$ cat src/rtl/uart_loader_pkg.sv
// Shared types and defaults for the UART boot loader.
package uart_loader_pkg;

  typedef logic [7:0] byte_t;

  typedef enum logic [2:0] {
    S_IDLE,
    S_LEN,
    S_DATA,
    S_CSUM,
    S_RUN
  } state_t;

  localparam byte_t SYNC_BYTE_DEF      = 8'hA5;
  localparam int    TIMEOUT_CYCLES_DEF = 17360;

  // States in which the inter-byte watchdog is armed.
  function automatic logic in_frame(input state_t s);
    return (s == S_LEN) || (s == S_DATA) || (s == S_CSUM);
  endfunction

endpackage

$ cat src/rtl/uart_loader_byte_timer.sv
// Inter-byte watchdog: down-counter reloaded on every byte, expires
// TIMEOUT_CYCLES clocks after the last clear while enabled.
module byte_timer
  import uart_loader_pkg::*;
#(
  parameter int TIMEOUT_CYCLES = TIMEOUT_CYCLES_DEF
) (
  input  logic clk,
  input  logic rst_n,
  input  logic i_clear,
  input  logic i_enable,
  output logic o_expired
);

  localparam int CW = $clog2(TIMEOUT_CYCLES + 1);

  logic [CW-1:0] r_cnt;

  // Loaded with N-1 so the terminal count is seen on the Nth clock after clear.
  always_ff @(posedge clk or negedge rst_n) begin
    if (!rst_n) begin
      r_cnt <= '0;
    end else if (i_clear) begin
      r_cnt <= CW'(TIMEOUT_CYCLES - 1);
    end else if (i_enable && (r_cnt != '0)) begin
      r_cnt <= r_cnt - 1'b1;
    end
  end

  assign o_expired = i_enable && (r_cnt == '0);

endmodule

$ cat src/rtl/uart_loader.sv
// Boot-load sequencer: receives SYNC,LEN,data,CHECKSUM from the UART and
// writes imem from address 0. Optional reload from RUN: UART_LOADER_RELOAD_EN.
//
// state  | meaning
// IDLE   | waiting for SYNC, CPU held in reset
// LEN    | waiting for length byte
// DATA   | writing data bytes to imem
// CSUM   | waiting for checksum byte
// RUN    | image accepted, CPU released
module uart_loader
  import uart_loader_pkg::*;
#(
  parameter int    ADDR_W         = 8,
  parameter byte_t SYNC_BYTE      = SYNC_BYTE_DEF,
  parameter int    TIMEOUT_CYCLES = TIMEOUT_CYCLES_DEF
) (
  input  logic              clk,
  input  logic              rst_n,
  input  logic [7:0]        rx_data,
  input  logic              rx_valid,
  output logic              imem_we,
  output logic [ADDR_W-1:0] imem_addr,
  output logic [7:0]        imem_wdata,
  output logic              cpu_rst_n,
  output logic              busy,
  output logic              done,
  output logic              err
);

  state_t            r_state;
  logic [ADDR_W-1:0] r_ptr;
  logic [7:0]        r_count;
  logic [7:0]        r_sum;
  logic              r_we;
  logic [ADDR_W-1:0] r_addr;
  logic [7:0]        r_wdata;
  logic              r_cpu_rst_n;
  logic              r_busy;
  logic              r_done;
  logic              r_err;

  logic w_timer_en;
  logic w_expired;

  assign w_timer_en = in_frame(r_state);

  byte_timer #(.TIMEOUT_CYCLES(TIMEOUT_CYCLES)) u_timer (
    .clk       (clk),
    .rst_n     (rst_n),
    .i_clear   (rx_valid),
    .i_enable  (w_timer_en),
    .o_expired (w_expired)
  );

  always_ff @(posedge clk or negedge rst_n) begin
    if (!rst_n) begin
      r_state     <= S_IDLE;
      r_ptr       <= '0;
      r_count     <= '0;
      r_sum       <= '0;
      r_we        <= 1'b0;
      r_addr      <= '0;
      r_wdata     <= '0;
      r_cpu_rst_n <= 1'b0;
      r_busy      <= 1'b0;
      r_done      <= 1'b0;
      r_err       <= 1'b0;
    end else begin
      r_we <= 1'b0;
      // A byte arriving on the expiry cycle takes priority over the timeout.
      if (w_timer_en && !rx_valid && w_expired) begin
        r_state <= S_IDLE;
        r_err   <= 1'b1;
        r_busy  <= 1'b0;
      end else begin
        case (r_state)
          S_IDLE: begin
            if (rx_valid && (rx_data == SYNC_BYTE)) begin
              r_state <= S_LEN;
              r_err   <= 1'b0;
              r_busy  <= 1'b1;
            end
          end
          S_LEN: begin
            if (rx_valid) begin
              r_count <= rx_data;
              r_sum   <= '0;
              r_ptr   <= '0;
              r_addr  <= '0;
              r_state <= (rx_data == 8'h00) ? S_CSUM : S_DATA;
            end
          end
          S_DATA: begin
            if (rx_valid) begin
              r_we    <= 1'b1;
              r_wdata <= rx_data;
              r_addr  <= r_ptr;
              r_ptr   <= r_ptr + 1'b1;
              r_sum   <= r_sum + rx_data;
              r_count <= r_count - 1'b1;
              if (r_count == 8'd1) r_state <= S_CSUM;
            end
          end
          S_CSUM: begin
            if (rx_valid) begin
              r_busy <= 1'b0;
              if (rx_data == r_sum) begin
                r_state     <= S_RUN;
                r_cpu_rst_n <= 1'b1;
                r_done      <= 1'b1;
              end else begin
                r_state <= S_IDLE;
                r_err   <= 1'b1;
              end
            end
          end
          S_RUN: begin
`ifdef UART_LOADER_RELOAD_EN
            if (rx_valid && (rx_data == SYNC_BYTE)) begin
              r_state     <= S_LEN;
              r_cpu_rst_n <= 1'b0;
              r_done      <= 1'b0;
              r_busy      <= 1'b1;
              r_err       <= 1'b0;
            end
`else
            r_state <= S_RUN;
`endif
          end
          default: r_state <= S_IDLE;
        endcase
      end
    end
  end

  assign imem_we    = r_we;
  assign imem_addr  = r_addr;
  assign imem_wdata = r_wdata;
  assign cpu_rst_n  = r_cpu_rst_n;
  assign busy       = r_busy;
  assign done       = r_done;
  assign err        = r_err;

endmodule

$ cat config.mk
export PLATFORM = sky130hd
export DESIGN_NAME = uart_loader
export DESIGN_NICKNAME = d
export VERILOG_FILES = /design/src/rtl/uart_loader_pkg.sv /design/src/rtl/uart_loader_byte_timer.sv /design/src/rtl/uart_loader.sv
export SDC_FILE = /design/constraint.sdc
export NUM_CORES = 1
export LEC_CHECK = 0
export ABC_AREA = 1
export ABC_CLOCK_PERIOD_IN_PS = 3400
export CAP_MARGIN = 0
export CORE_ASPECT_RATIO = 1.25
export CORE_MARGIN = 2
export CORE_UTILIZATION = 50
export DETAILED_ROUTE_END_ITERATION = 12
export PLACE_DENSITY = 0.8
export REMOVE_ABC_BUFFERS = 1
export SLEW_MARGIN = 20
export SYNTH_ARGS = -nofsm -noshare
export SYNTH_HDL_FRONTEND = slang
export SYNTH_HIERARCHICAL = 1
export SYNTH_SLANG_ARGS = --single-unit
$ cat constraint.sdc
create_clock -name clk -period 3.4 [get_ports clk]
set_clock_uncertainty 0.2 [all_clocks]
set_input_delay 0.68 -clock clk [delete_from_list [all_inputs] [get_ports clk]]
set_output_delay 0.68 -clock clk [all_outputs]
set_load 0.02 [all_outputs]
==> results of run 1 <==
## per-stage QoR
step,instance area [um^2],util (%)
after detailed placement,3990,56.8
after floorplan,3560,-
after global placement,3990,56.8
after CTS,4180,59.5
after global routing,4180,59.5
final,4180,59.5
## cell type report
type                       instances  area [um^2]  area share (%)
sequential                        62         1550            37.1
inverter                          58          220            5.27
timing repair buffer              34          330            7.91
tap                               90          113            2.70
clock inverter                     7         55.1            1.32
clock buffer                       9          124            2.96
multi-input combinational        356         1780            42.7
## cell usage after synthesis (2+ instances only)
| cell | number |
|---|---|
| sky130_fd_sc_hd__nand2_1 | 153 |
| sky130_fd_sc_hd__dfrtp_1 | 62 |
| sky130_fd_sc_hd__inv_1 | 53 |
| sky130_fd_sc_hd__nor2_1 | 47 |
| sky130_fd_sc_hd__nand3_1 | 38 |
| sky130_fd_sc_hd__o21ai_0 | 28 |
| sky130_fd_sc_hd__a21oi_1 | 13 |
| sky130_fd_sc_hd__ha_1 | 11 |
| sky130_fd_sc_hd__nand4_1 | 11 |
| sky130_fd_sc_hd__o21ai_1 | 9 |
| sky130_fd_sc_hd__o21ai_2 | 7 |
| sky130_fd_sc_hd__nor2_2 | 6 |
| sky130_fd_sc_hd__buf_6 | 5 |
| sky130_fd_sc_hd__buf_2 | 4 |
| sky130_fd_sc_hd__inv_2 | 4 |
| sky130_fd_sc_hd__nand2_4 | 4 |
| sky130_fd_sc_hd__nor3_1 | 4 |
| sky130_fd_sc_hd__nand3b_1 | 3 |
| sky130_fd_sc_hd__o21bai_1 | 3 |
| sky130_fd_sc_hd__o22ai_1 | 3 |
| sky130_fd_sc_hd__nand2_2 | 2 |
| sky130_fd_sc_hd__xor2_1 | 2 |
## worst max-delay path, cell delays in order
cell                              delay, ns
sky130_fd_sc_hd__clkdlybuf4s50_1       0.57
sky130_fd_sc_hd__ha_1                  0.20
sky130_fd_sc_hd__inv_1                 0.06
sky130_fd_sc_hd__fa_1                  0.40
sky130_fd_sc_hd__inv_1                 0.11
sky130_fd_sc_hd__nand4_1               0.13
sky130_fd_sc_hd__nand3_1               0.11
sky130_fd_sc_hd__nand2_1               0.05
sky130_fd_sc_hd__nand3_1               0.06
sky130_fd_sc_hd__nand2_1               0.05
## what timing repair did
item / in CTS / in global routing
endpoints found under the hold margin: 11 / 0
buffers inserted: 0 / 0
hold buffers: 1 / 0
## state kept, by name, summed over array words and instances, names as in the netlist, 3 cells and up
signal         cells
imem_addr          8
imem_wdata         8
r_count            8
r_ptr              8
r_state            3
r_sum              8
u_timer/r_cnt     15
## worst max path at each step
| stage | slack, ns | to | startpoint | cells after the start |
|---|---|---|---|---|
| finish | 1.02 | r_sum[6]$_DFFE_PN0P_ | rx_data[0] | 10 |
| global route | 0.88 | r_state[0]$_DFFE_PN0P_ | u_timer/r_cnt[0]$_DFFE_PN0P_ | 13 |
| CTS | 1.06 | r_sum[6]$_DFFE_PN0P_ | rx_data[0] | 10 |
| detailed placement | 0.70 | r_sum[6]$_DFFE_PN0P_ | rx_data[0] | 10 |
| global placement | 0.78 | r_sum[6]$_DFFE_PN0P_ | rx_data[0] | 10 |
| floorplan | 1.42 | r_state[0]$_DFFE_PN0P_ | u_timer/r_cnt[0]$_DFFE_PN0P_ | 13 |
## logic make-up (layout without fill, tap and decap cells)
logic type / count (synthesis) / in the layout / share of synthesized area (%)
XOR/XNOR: 2 / 2 / 0.478
flip-flops: 62 / 62 / 42.3
buffers and inverters: 71 / 108 / 8.95
AND/OR/NAND/NOR: 272 / 272 / 32.3
adder cells (fa/ha/maj): 12 / 12 / 4.30
AO/OA/AOI/OAI: 70 / 70 / 11.6
## power breakdown
group          internal, mW  total, mW  leakage [nW]  switching (mW)
Sequential            0.759      0.778         0.730          0.0190
Combinational        0.0675      0.177          1.27           0.109
Clock                 0.272      0.596        0.0866           0.324
Total                  1.10       1.55          2.09           0.452
## routing by layer
layer / part of all wire [%] / routed length [um] / up-vias / GRT usage [%]
met1: 43 / 3570 / 1557 / 28.6
met4: 1.4 / 121 / 0 / 9.65
met5: 0 / 0 / - / 0
li1: - / - / 1635 / -
met3: 4.5 / 379 / 9 / 4.81
met2: 51 / 4310 / 92 / 38.8
==> results summary, run 1 <==
The required time of the critical path came out at 3.43 ns. No sink is reached through more buffers than the 2 on the longest clock path. The synthesized instance count came out at around 500. The count of routing violations after the opening detailed-route iteration came out at around 180. A synthesized cell averages around 7.5 um^2. The startpoint of the most critical hold path is imem_wdata[2]$_DFFE_PN0P_. The number of violations of the max-capacitance limit came out at 0. The final critical-path required period came out at approximately 2.4 ns. From bottom edge to top edge, the die measures about 100 um. The number of synthesis warnings came out at 6.

In the layout the commonest cells are 153 x sky130_fd_sc_hd__nand2_1, 62 x sky130_fd_sc_hd__dfrtp_1, 53 x sky130_fd_sc_hd__inv_1. The critical path endpoint category is a flip-flop. The area of the die came out at between 8000 and 9000 um^2.

The port buffer count is 31. The CTS tree is built. The clock latency of the later-clocked register in the worst-skew pair is ~0.34 ns. The area of the mapped netlist came out at about 3700 um^2. In the routed design, unresolved DRC markers number 0.

Yosys attributes the largest share of cell area to sky130_fd_sc_hd__dfrtp_1 42%, sky130_fd_sc_hd__nand2_1 16%, sky130_fd_sc_hd__inv_1 5.4%. The power density over cell area is 371 nW/um^2. The via count of the first global-routing pass is roughly 3300.

The number of hold-slack violations in the final timing report is 0. Measured in cells, the most critical reg-to-reg path has a length of 14. The TritonCTS sink count came out at between 60 and 70. The highest fanout seen on the critical path came out at 5. The first-pass GRT wire length is about 15000 um. The number of antenna repair diodes came out at 0.

Buffers inserted during clock tree synthesis total 9. The post-placement worst setup slack came out at between 0.6 and 0.7 ns. The number of instances on the worst hold path came out at 2. Setup repair after global routing left no endpoint under its margin.

The worst endpoint data arrival time is about 2.4 ns. The aggregate negative setup slack came out at 0 ns. The final instance count without filler cells came out at 616.

The layout has slightly above 600 filler cells. The row count is 34. The all-layer global routing usage is 23.1%. The H-tree depth reported by CTS is 3. The startpoint type of the worst setup path is a primary input. The iteration count of the initial detailed-routing pass is 5.

In this run the critical register-to-register path is captured at r_state[0]$_DFFE_PN0P_. Static timing analysis puts the maximum clock frequency at 0.420 GHz. The I/O pin total is 32.

The static leakage power is 2.09 nW. The total of endpoints with negative setup slack in the final report is 0. The worst register-to-register path has a setup slack of between 1 and 1.5 ns. Entering global routing, the biggest net connects 52 pins. The root buffer selected by CTS is sky130_fd_sc_hd__clkbuf_8.

The routed design has 8380 um of wire. Summed over its instances, the top area cell type makes up 42.3% of the synthesized netlist area. The slew at the pin with the worst max-slew slack came out at between 0.6 and 0.7 ns.

The library cell used most frequently in the layout, excluding fill and tap cells, is sky130_fd_sc_hd__nand2_1. The remaining antenna violation count is 0. The total of cells resized after clock tree synthesis is 0. Setup slack on the critical path of the routed design comes to between 1 and 1.5 ns.

Of the cells placed in the final design, the portion with a size suffix greater than 1 is 9.70%. The worst slack on hold paths is 0.276 ns. The clock slew at the register clock pins of the worst setup and hold paths came out at ~0.07 ns. The global-route congestion overflow total is 0. The final-stage net count is around 540. By startpoint and endpoint, the worst setup path is classified as primary input to flip-flop. The vias after detailed routing came out at 3293. Among all flip-flop cells after synthesis, the most frequent one is sky130_fd_sc_hd__dfrtp_1. In this run the worst hold path is classified as flip-flop to flip-flop. Relative to the synthesized area, the layout overhead comes to 14.0%. The design draws ~1.6 mW. In this run the standard cell core region covers between 7000 and 8000 um^2. The number of storage elements in the synthesis netlist came out at between 60 and 70. The library cell occupying the most area in the post-synthesis netlist is sky130_fd_sc_hd__dfrtp_1.

The final-report max-slew violation count came out at 0. The run finished with clean final reports. The number of antenna violations at the first check in global routing is 0. In this run the critical register-to-register path is launched from u_timer/r_cnt[0]$_DFFE_PN0P_. Detailed placement ended at an HPWL of approximately 6000 um.

The weighted congestion reported at the end of routability-driven placement came out at about 0.9. After synthesis, the netlist uses 39 different library cells. The number of cells after detailed placement came out at 599.

The relative max-transition margin is between 50% and 60%. The initial core utilization came out at ~52%. The count of flip-flops with a built-in enable after synthesis is 0. The floorplan step set the die width to roughly 80 um.

The fraction of synthesis flops using an asynchronous set or reset pin is 100%. Dividing the detail-routed via count by the number of cells gives between 5 and 6. The worst-case vdd ir drop is around 0.00026 V. The worst hold path terminates at imem_wdata[2]$_DFFE_PN0P_. The final clock period utilization by the worst path came out at between 70% and 80%. The proportion of synthesized chip area in sequential cells is a little over two fifths. The final routed wire length divided by cell count is 13.6 um.
Note: power is estimated with default switching activity, not from simulation.
==> inputs of run 2 (changes only) <==
- ABC_CLOCK_PERIOD_IN_PS: 3400 -> 2300
- clock period: 3.4 -> 2.3 ns (I/O delays scaled with it)
==> results summary, run 2 (synthesized netlist as in run 1, its figures left out) <==
The placed standard-cell area came out at 4110 um^2 (+2.9%). The power consumption came out at 2.39 mW (+54%). The clock network power share is 40.1% (+1.7 points). The power density over cell area came out at 550 nW/um^2 (+48%). The final design area excluding fillers came out at 4350 um^2 (+4.0%). The cell-internal power is 1.74 mW (+58%). The worst hold path belongs to the class flip-flop to flip-flop.

The root buffer cell chosen for the clock tree is sky130_fd_sc_hd__clkbuf_8. The switching part of the total came out at 27.2% (-1.9 points). The layout overhead on the synthesized area came out at 18.6%.

The reg-to-reg startpoint is u_timer/r_cnt[0]$_DFFE_PN0P_. Leaving out fill and tap cells, the most frequent cell in the layout is sky130_fd_sc_hd__nand2_1. The maximum number of pins on one net before global-route repair came out at 28 (-46%). The highest fanout seen on the critical path came to 4 (-1). The register with the most flip-flops is u_timer/r_cnt. In this run the worst setup path begins at u_timer/r_cnt[0]$_DFFE_PN0P_. The remaining antenna violation count is 0 (unchanged). The final-report max-slew violation count is 0 (unchanged). The static leakage power was 2.17 nW (+3.8%). The chip width came out at 80.6 um (unchanged). The slew at the pin with the worst max-slew slack is 0.448 ns (-0.201 ns). The number of antenna repair diodes is 0 (unchanged). The flop-to-flop setup slack came out at 0.08 ns (-1.02 ns). The worst setup path is of the flip-flop to flip-flop kind. The area of the die came out at 8030 um^2 (unchanged). The final clock period utilization by the worst path came out at slightly below 100%. The floorplan core area is 7020 um^2 (unchanged). The first-pass GRT wire length is 14700 um (+1.5%). The vias after detailed routing is 3314 (+0.64%). The run finished with clean final reports. The final routed wire length divided by cell count is 13.3 um (-2.4%). The area of all sequential standard cells came out at 1550 um^2 (unchanged).

The count of routing violations after the opening detailed-route iteration came out at 151 (-17%). The port buffer count came out at 31 (unchanged). The library cells used most frequently in the layout, excluding fill and tap cells, are 153 x sky130_fd_sc_hd__nand2_1, 62 x sky130_fd_sc_hd__dfrtp_1, 52 x sky130_fd_sc_hd__inv_1. The number of hold-slack violations in the final timing report is 0 (unchanged). The number of buffers added by the clock tree synthesis step came to 9 (unchanged).

The iteration count of the initial detailed-routing pass is 5 (unchanged). The worst setup slack after layout is 0.0818 ns (-0.937 ns). The final-layout fill cell count is 619 (-0.32%).

The final-stage net count is 560 (+2.9%). The endpoint of the lowest-slack register-to-register path is r_state[0]$_DFFE_PN0P_. The global-route congestion overflow total came out at 0 (unchanged). The flip-flop count of the largest register, all copies and words added is 15 (unchanged).

The all-layer global routing usage is 23.3% (+0.16 points). The deepest clock path buffer count is 2 (unchanged). The clock latency of the later-clocked register in the worst-skew pair is 0.34 ns (about the same). The sequential fraction of design power is 48.0% (-2.2 points). The post-placement worst setup slack came out at -0.0879 ns (-0.783 ns). The share of cells above drive strength 1 is 13.3% (+3.6 points). The total length of routed wires was 8390 um (+0.14%). The multi-input logic area is 1800 um^2 (+0.84%). The worst-case vdd ir drop is 0.000503 V (+96%).

The number of antenna violations at the first check in global routing came out at 0 (unchanged). The proportion of power drawn by combinational gates came out at 11.8% (+0.4 points). The H-tree depth reported by CTS came out at 3 (unchanged). The worst endpoint data arrival time came out at 2.25 ns (-0.16 ns). The vertical extent of the die is 99.7 um (unchanged). The end-of-flow core utilization was 61.9% (+2.4 points).

The aggregate negative setup slack is 0 ns (unchanged). The number of cells on the worst reg-to-reg path is 13 (-1). The remaining design rule violation count is 0 (unchanged). The number of violations of the max-capacitance limit came out at 0 (unchanged). The placed wire-length estimate after detailed placement came out at 5990 um (+1.6%). The via count of the first global-routing pass came out at 3408 (+4.7%). STA classifies the critical path endpoint as a flip-flop.

The TritonCTS sink count is 62 (unchanged). The required time of the critical path is 2.33 ns (-1.10 ns). The weighted congestion reported at the end of routability-driven placement is 0.929 (+6.1%). The most critical setup path has its endpoint at r_state[0]$_DFFE_PN0P_. The relative max-transition margin is 70.1% (+13 points). The number of vias per cell after detailed routing is 5.24 (-1.9%). The clock slew at the register clock pins of the worst setup and hold paths came out at 0.08 ns (about the same). Counting I/O delays and the setup requirement, the final critical path takes 2.22 ns. The switching power came out at 0.652 mW (+44%). The total of endpoints with negative setup slack in the final report was 0 (unchanged). The I/O pin total came out at 32 (unchanged). For this run, the top clock speed supported by timing is about 0.45 GHz. TritonCTS built the clock tree. The startpoint type of the worst setup path is a flip-flop. The row count came out at 34 (unchanged).

The initial core utilization is 52.2% (unchanged).
-- run 2: cell count changes in the layout (fill, tap and decap cells not counted), moves of 2 or more --
cell / delta
sky130_fd_sc_hd__nor2_1: -3
sky130_fd_sc_hd__buf_4: +15
sky130_fd_sc_hd__inv_6: -3
sky130_fd_sc_hd__nor2_2: +2
-- run 2: critical path: stages (launching register included) --
cell	delay, ns
sky130_fd_sc_hd__dfrtp_1	0.42
sky130_fd_sc_hd__inv_2	0.09
sky130_fd_sc_hd__ha_2	0.21
sky130_fd_sc_hd__nand2_2	0.10
sky130_fd_sc_hd__nor2_4	0.13
sky130_fd_sc_hd__nand2_2	0.10
sky130_fd_sc_hd__nor2_2	0.12
sky130_fd_sc_hd__inv_1	0.08
sky130_fd_sc_hd__nor2_2	0.15
sky130_fd_sc_hd__nor2_1	0.07
sky130_fd_sc_hd__nand2_1	0.10
sky130_fd_sc_hd__nand4_1	0.17
sky130_fd_sc_hd__nand2_1	0.14
sky130_fd_sc_hd__nand2_1	0.06
-- run 2: worst min-delay path by stage --
stage | start | endpoint | slack, ns | depth (start not counted)
floorplan | rst_n | busy$_DFFE_PN0P_ | -0.04 | 0
global placement | rst_n | imem_addr[7]$_DFFE_PN0P_ | 0.22 | 1
detailed placement | rst_n | u_timer/r_cnt[7]$_DFFE_PN0P_ | 0.23 | 1
CTS | imem_addr[0]$_DFFE_PN0P_ | imem_addr[0]$_DFFE_PN0P_ | 0.28 | 2
global route | imem_wdata[0]$_DFFE_PN0P_ | imem_wdata[0]$_DFFE_PN0P_ | 0.31 | 2
finish | imem_addr[0]$_DFFE_PN0P_ | imem_addr[0]$_DFFE_PN0P_ | 0.28 | 2
-- run 2: through the flow --
step                      instances  hold WS (ns)
after global placement          613         0.221
final                           632         0.277
after floorplan                 476       -0.0356
after global routing            632         0.311
after detailed placement        613         0.225
after CTS                       630         0.280
-- run 2: what timing repair did --
action	in CTS	in global routing
hold endpoints to repair	14	0
gates resized for setup	1	5
hold buffers	1	0
endpoints found under the setup margin	2	5
setup buffers	0	2
pin swaps	0	3
-- run 2: cell type report --
class                      instances  area share (%)
tap                               90            2.59
timing repair buffer              50            10.7
multi-input combinational        356            41.4
inverter                          58            5.07
clock inverter                     7            1.73
sequential                        62            35.7
clock buffer                       9            2.85
-- run 2: power by group through the flow --
| stage | clock [mW] | sequential (mW) | combinational [mW] |
|---|---|---|---|
| after floorplan | 0 | 1.18 | 0.137 |
| after global placement | 0 | 1.17 | 0.275 |
| after detailed placement | 0 | 1.17 | 0.282 |
| after CTS | 0.987 | 1.15 | 0.285 |
| after global routing | 1.04 | 1.15 | 0.319 |
| final | 0.960 | 1.15 | 0.283 |
-- run 2: per-layer routing --
layer | track usage (%) | part of all wire [%] | wire length, um | vias up
met5 | 0 | 0 | 0 | -
met4 | 9.39 | 1.5 | 129 | 0
met3 | 4.36 | 3.8 | 319 | 12
met2 | 39.9 | 51 | 4320 | 78
met1 | 28.6 | 43 | 3620 | 1558
li1 | - | - | - | 1666
==> inputs of run 3 (changes only) <==
- CORE_UTILIZATION: 50 -> 40
- PLACE_DENSITY: 0.8 -> 0.68
==> results summary, run 3 (synthesized netlist as in run 1, its figures left out) <==
The critical path class is flip-flop to flip-flop. The H-tree depth reported by CTS is 3 (unchanged). TritonCTS built the clock tree. Walking the worst path, the cells encountered are inv_1 -> ha_2 -> nand2_2 -> nor2_2 -> nand2_2 -> nor2_2 -> inv_1 -> nor2_2 -> nor2_1 -> nand2_1 -> nand4_1 -> nand2_1 -> nand2_1. The endpoint of the lowest-slack register-to-register path is r_state[1]$_DFFE_PN0P_. The power consumption came to 2.71 mW (+13%). The remaining antenna violation count came out at 0 (unchanged). The final instance count without filler cells came out at 665 (+5.2%). The total of endpoints with negative setup slack in the final report is 0 (unchanged). The cell at the slowest stage of the critical path is sky130_fd_sc_hd__dfrtp_1. The final-layout fill cell count came out at 853 (+38%). The switching part of the total was 27.0% (-0.25 points). The clock network power share is 47.1% (+7.0 points).

The switching power came out at 0.733 mW (+12%). The number of instances on the worst hold path is 2 (unchanged). In this run the clock root is driven by a sky130_fd_sc_hd__clkbuf_16. The layout overhead on the synthesized area is 21.9%.

The sequential fraction of design power came to 42.4% (-5.6 points). The number of cells on the worst reg-to-reg path came to 13 (unchanged). The reg-to-reg startpoint is u_timer/r_cnt[1]$_DFFE_PN0P_. The power density over cell area is 608 nW/um^2 (+10%). The worst endpoint data arrival time is 2.12 ns (-0.13 ns). The path class of the tightest hold or removal check is flip-flop to flip-flop. The flop-to-flop setup slack is 0.20 ns (+0.12 ns). The flip-flop count of the largest register, all copies and words added is 15 (unchanged). Setup repair after global routing left no endpoint under its margin. The final clock period utilization by the worst path is 91.2% (-5.3 points).

u_timer/r_cnt holds more flip-flops than any other register. The slew at the pin with the worst max-slew slack came out at 0.447 ns (-0.00135 ns). The number of antenna violations at the first check in global routing is 0 (unchanged). The required time of the critical path is 2.33 ns (about the same).

The count of routing violations after the opening detailed-route iteration was 158 (+4.6%). The first-pass GRT wire length is 14800 um (+0.29%). The via count of the first global-routing pass is 3346 (-1.8%). The TritonCTS sink count came out at 62 (unchanged). The top cell types in the final layout, fill and taps aside, are 153 x sky130_fd_sc_hd__nand2_1, 62 x sky130_fd_sc_hd__dfrtp_1, 52 x sky130_fd_sc_hd__inv_1. The weighted congestion reported at the end of routability-driven placement was 0.898 (-3.4%).

The I/O pin total came out at 32 (unchanged). The number of violations of the max-capacitance limit was 0 (unchanged). The number of buffers added by the clock tree synthesis step is 9 (unchanged). The clock latency of the later-clocked register in the worst-skew pair is 0.34 ns (about the same).

The iteration count of the initial detailed-routing pass came out at 4 (-1). The highest cell delay on the worst timing path is 0.38 ns (-0.04 ns). The flow ran to the end, and the final reports show no timing, DRC or antenna violations. The placed standard-cell area came out at 4150 um^2 (+1.0%). The final critical-path required period came out at 2.10 ns (-0.121 ns).

The number of vias per cell after detailed routing is 5.00 (-4.7%). The total length of routed wires came out at 8640 um (+3.1%). The final-stage net count is 560 (unchanged). The row count is 39 (+15%). The chip width came to 89.6 um (+11%). The startpoint of the worst setup timing path is u_timer/r_cnt[1]$_DFFE_PN0P_. The aggregate negative setup slack is 0 ns (unchanged).

The upper clock frequency limit is 0.477 GHz (+5.8%). The proportion of power drawn by combinational gates is 10.5% (-1.3 points). The number of antenna repair diodes came out at 0 (unchanged). The maximum number of pins on one net before global-route repair is 48 (+71%). The port buffer count is 31 (unchanged). The worst-case vdd ir drop came out at 0.000529 V (+5.2%).

The floorplan core area is 9030 um^2 (+29%). The worst setup path is captured at a flip-flop. The final design area excluding fillers came out at 4470 um^2 (+2.8%).

The vias after detailed routing is 3322 (+0.24%). The final-report max-slew violation count is 0 (unchanged). The number of hold-slack violations in the final timing report is 0 (unchanged). STA classifies the critical path startpoint as a flip-flop. The cell-internal power was 1.98 mW (+14%). The highest fanout seen on the critical path came out at 4 (unchanged). The path with the worst hold slack has its endpoint at imem_wdata[2]$_DFFE_PN0P_.

The placed wire-length estimate after detailed placement came out at 6050 um (+1.0%). The global-route congestion overflow total is 0 (unchanged). The number of cells after detailed placement is 646 (+5.4%). The vertical extent of the die is 111 um (+11%). The static leakage power came out at 2.22 nW (+2.3%). The final routed wire length divided by cell count came to 13.0 um (-2.1%). The library cell used most frequently in the layout, excluding fill and tap cells, is sky130_fd_sc_hd__nand2_1. The all-layer global routing usage came out at 19.0% (-4.3 points).

The share of cells above drive strength 1 is 13.3% (unchanged). The relative max-transition margin is 70.2% (+0.13 points). The clock slew at the register clock pins of the worst setup and hold paths is 0.06 ns (-0.02 ns). The initial core utilization is 40.6% (-12 points). The startpoint of the most critical hold path is imem_wdata[2]$_DFFE_PN0P_.

The deepest clock path buffer count is 2 (unchanged). The remaining design rule violation count was 0 (unchanged). The area of the die is 9950 um^2 (+24%).
[run 3: metrics by stage]
stage / setup WS (ns) / util, % / hold WS (ns)
3_5_place_dp: -0.0833 / 45.9 / 0.203
6_report: 0.203 / 49.5 / 0.274
4_1_cts: 0.0776 / 49.2 / 0.280
5_1_grt: 0.00490 / 49.5 / 0.308
3_3_place_gp: -0.0408 / 45.9 / 0.200
2_1_floorplan: 0.318 / - / -0.0356
[run 3: power groups by stage]
| stage | clock network (mW) | logic [mW] | registers [mW] |
|---|---|---|---|
| after floorplan | 0 | 0.137 | 1.18 |
| after global placement | 0 | 0.278 | 1.17 |
| after detailed placement | 0 | 0.282 | 1.17 |
| after CTS | 1.31 | 0.286 | 1.15 |
| after global routing | 1.36 | 0.322 | 1.16 |
| final | 1.28 | 0.285 | 1.15 |
[run 3: metal layers]
layer / part of all wire, % / up-vias / track usage, % / routed length, um
li1: - / 1680 / - / -
met2: 50 / 73 / 30.7 / 4290
met1: 43 / 1548 / 23.4 / 3760
met5: 0 / - / 0 / 0
met3: 3.6 / 21 / 3.35 / 309
met4: 3.3 / 0 / 10.3 / 289
[run 3: worst max path at each step]
stage                                   to  cells past startpoint
detailed placement    r_sum[6]$_DFFE_PN0P_                     10
finish              r_state[1]$_DFFE_PN0P_                     13
global placement      r_sum[6]$_DFFE_PN0P_                     10
CTS                 r_state[1]$_DFFE_PN0P_                     13
global route        r_state[1]$_DFFE_PN0P_                     13
floorplan           r_state[0]$_DFFE_PN0P_                     13
[run 3: layout make-up]
cell class	instances	area, um^2	area share, %
multi-input cells	356	1790	40.2
flip-flops and latches	62	1550	34.7
repair buffers	50	463	10.4
clock buffers	9	225	5.04
inverters	58	220	4.93
well taps	123	154	3.45
clock inverters	7	57.6	1.29
[run 3: what timing repair did]
action | 4_1_cts | 5_1_grt
setup endpoints to repair | 0 | 4
endpoints found under the hold margin | 15 | 0
hold buffers | 1 | 0
setup buffers | 0 | 2
resized for setup | 0 | 5
[run 3: worst max-delay path, delay by kind of cell, from the launching register on]
kind | cells | cell delay, ns
AND/OR/NAND/NOR | 10 | 1.05
flip-flops | 1 | 0.38
adder cells (fa/ha/maj) | 1 | 0.19
buffers and inverters | 2 | 0.17
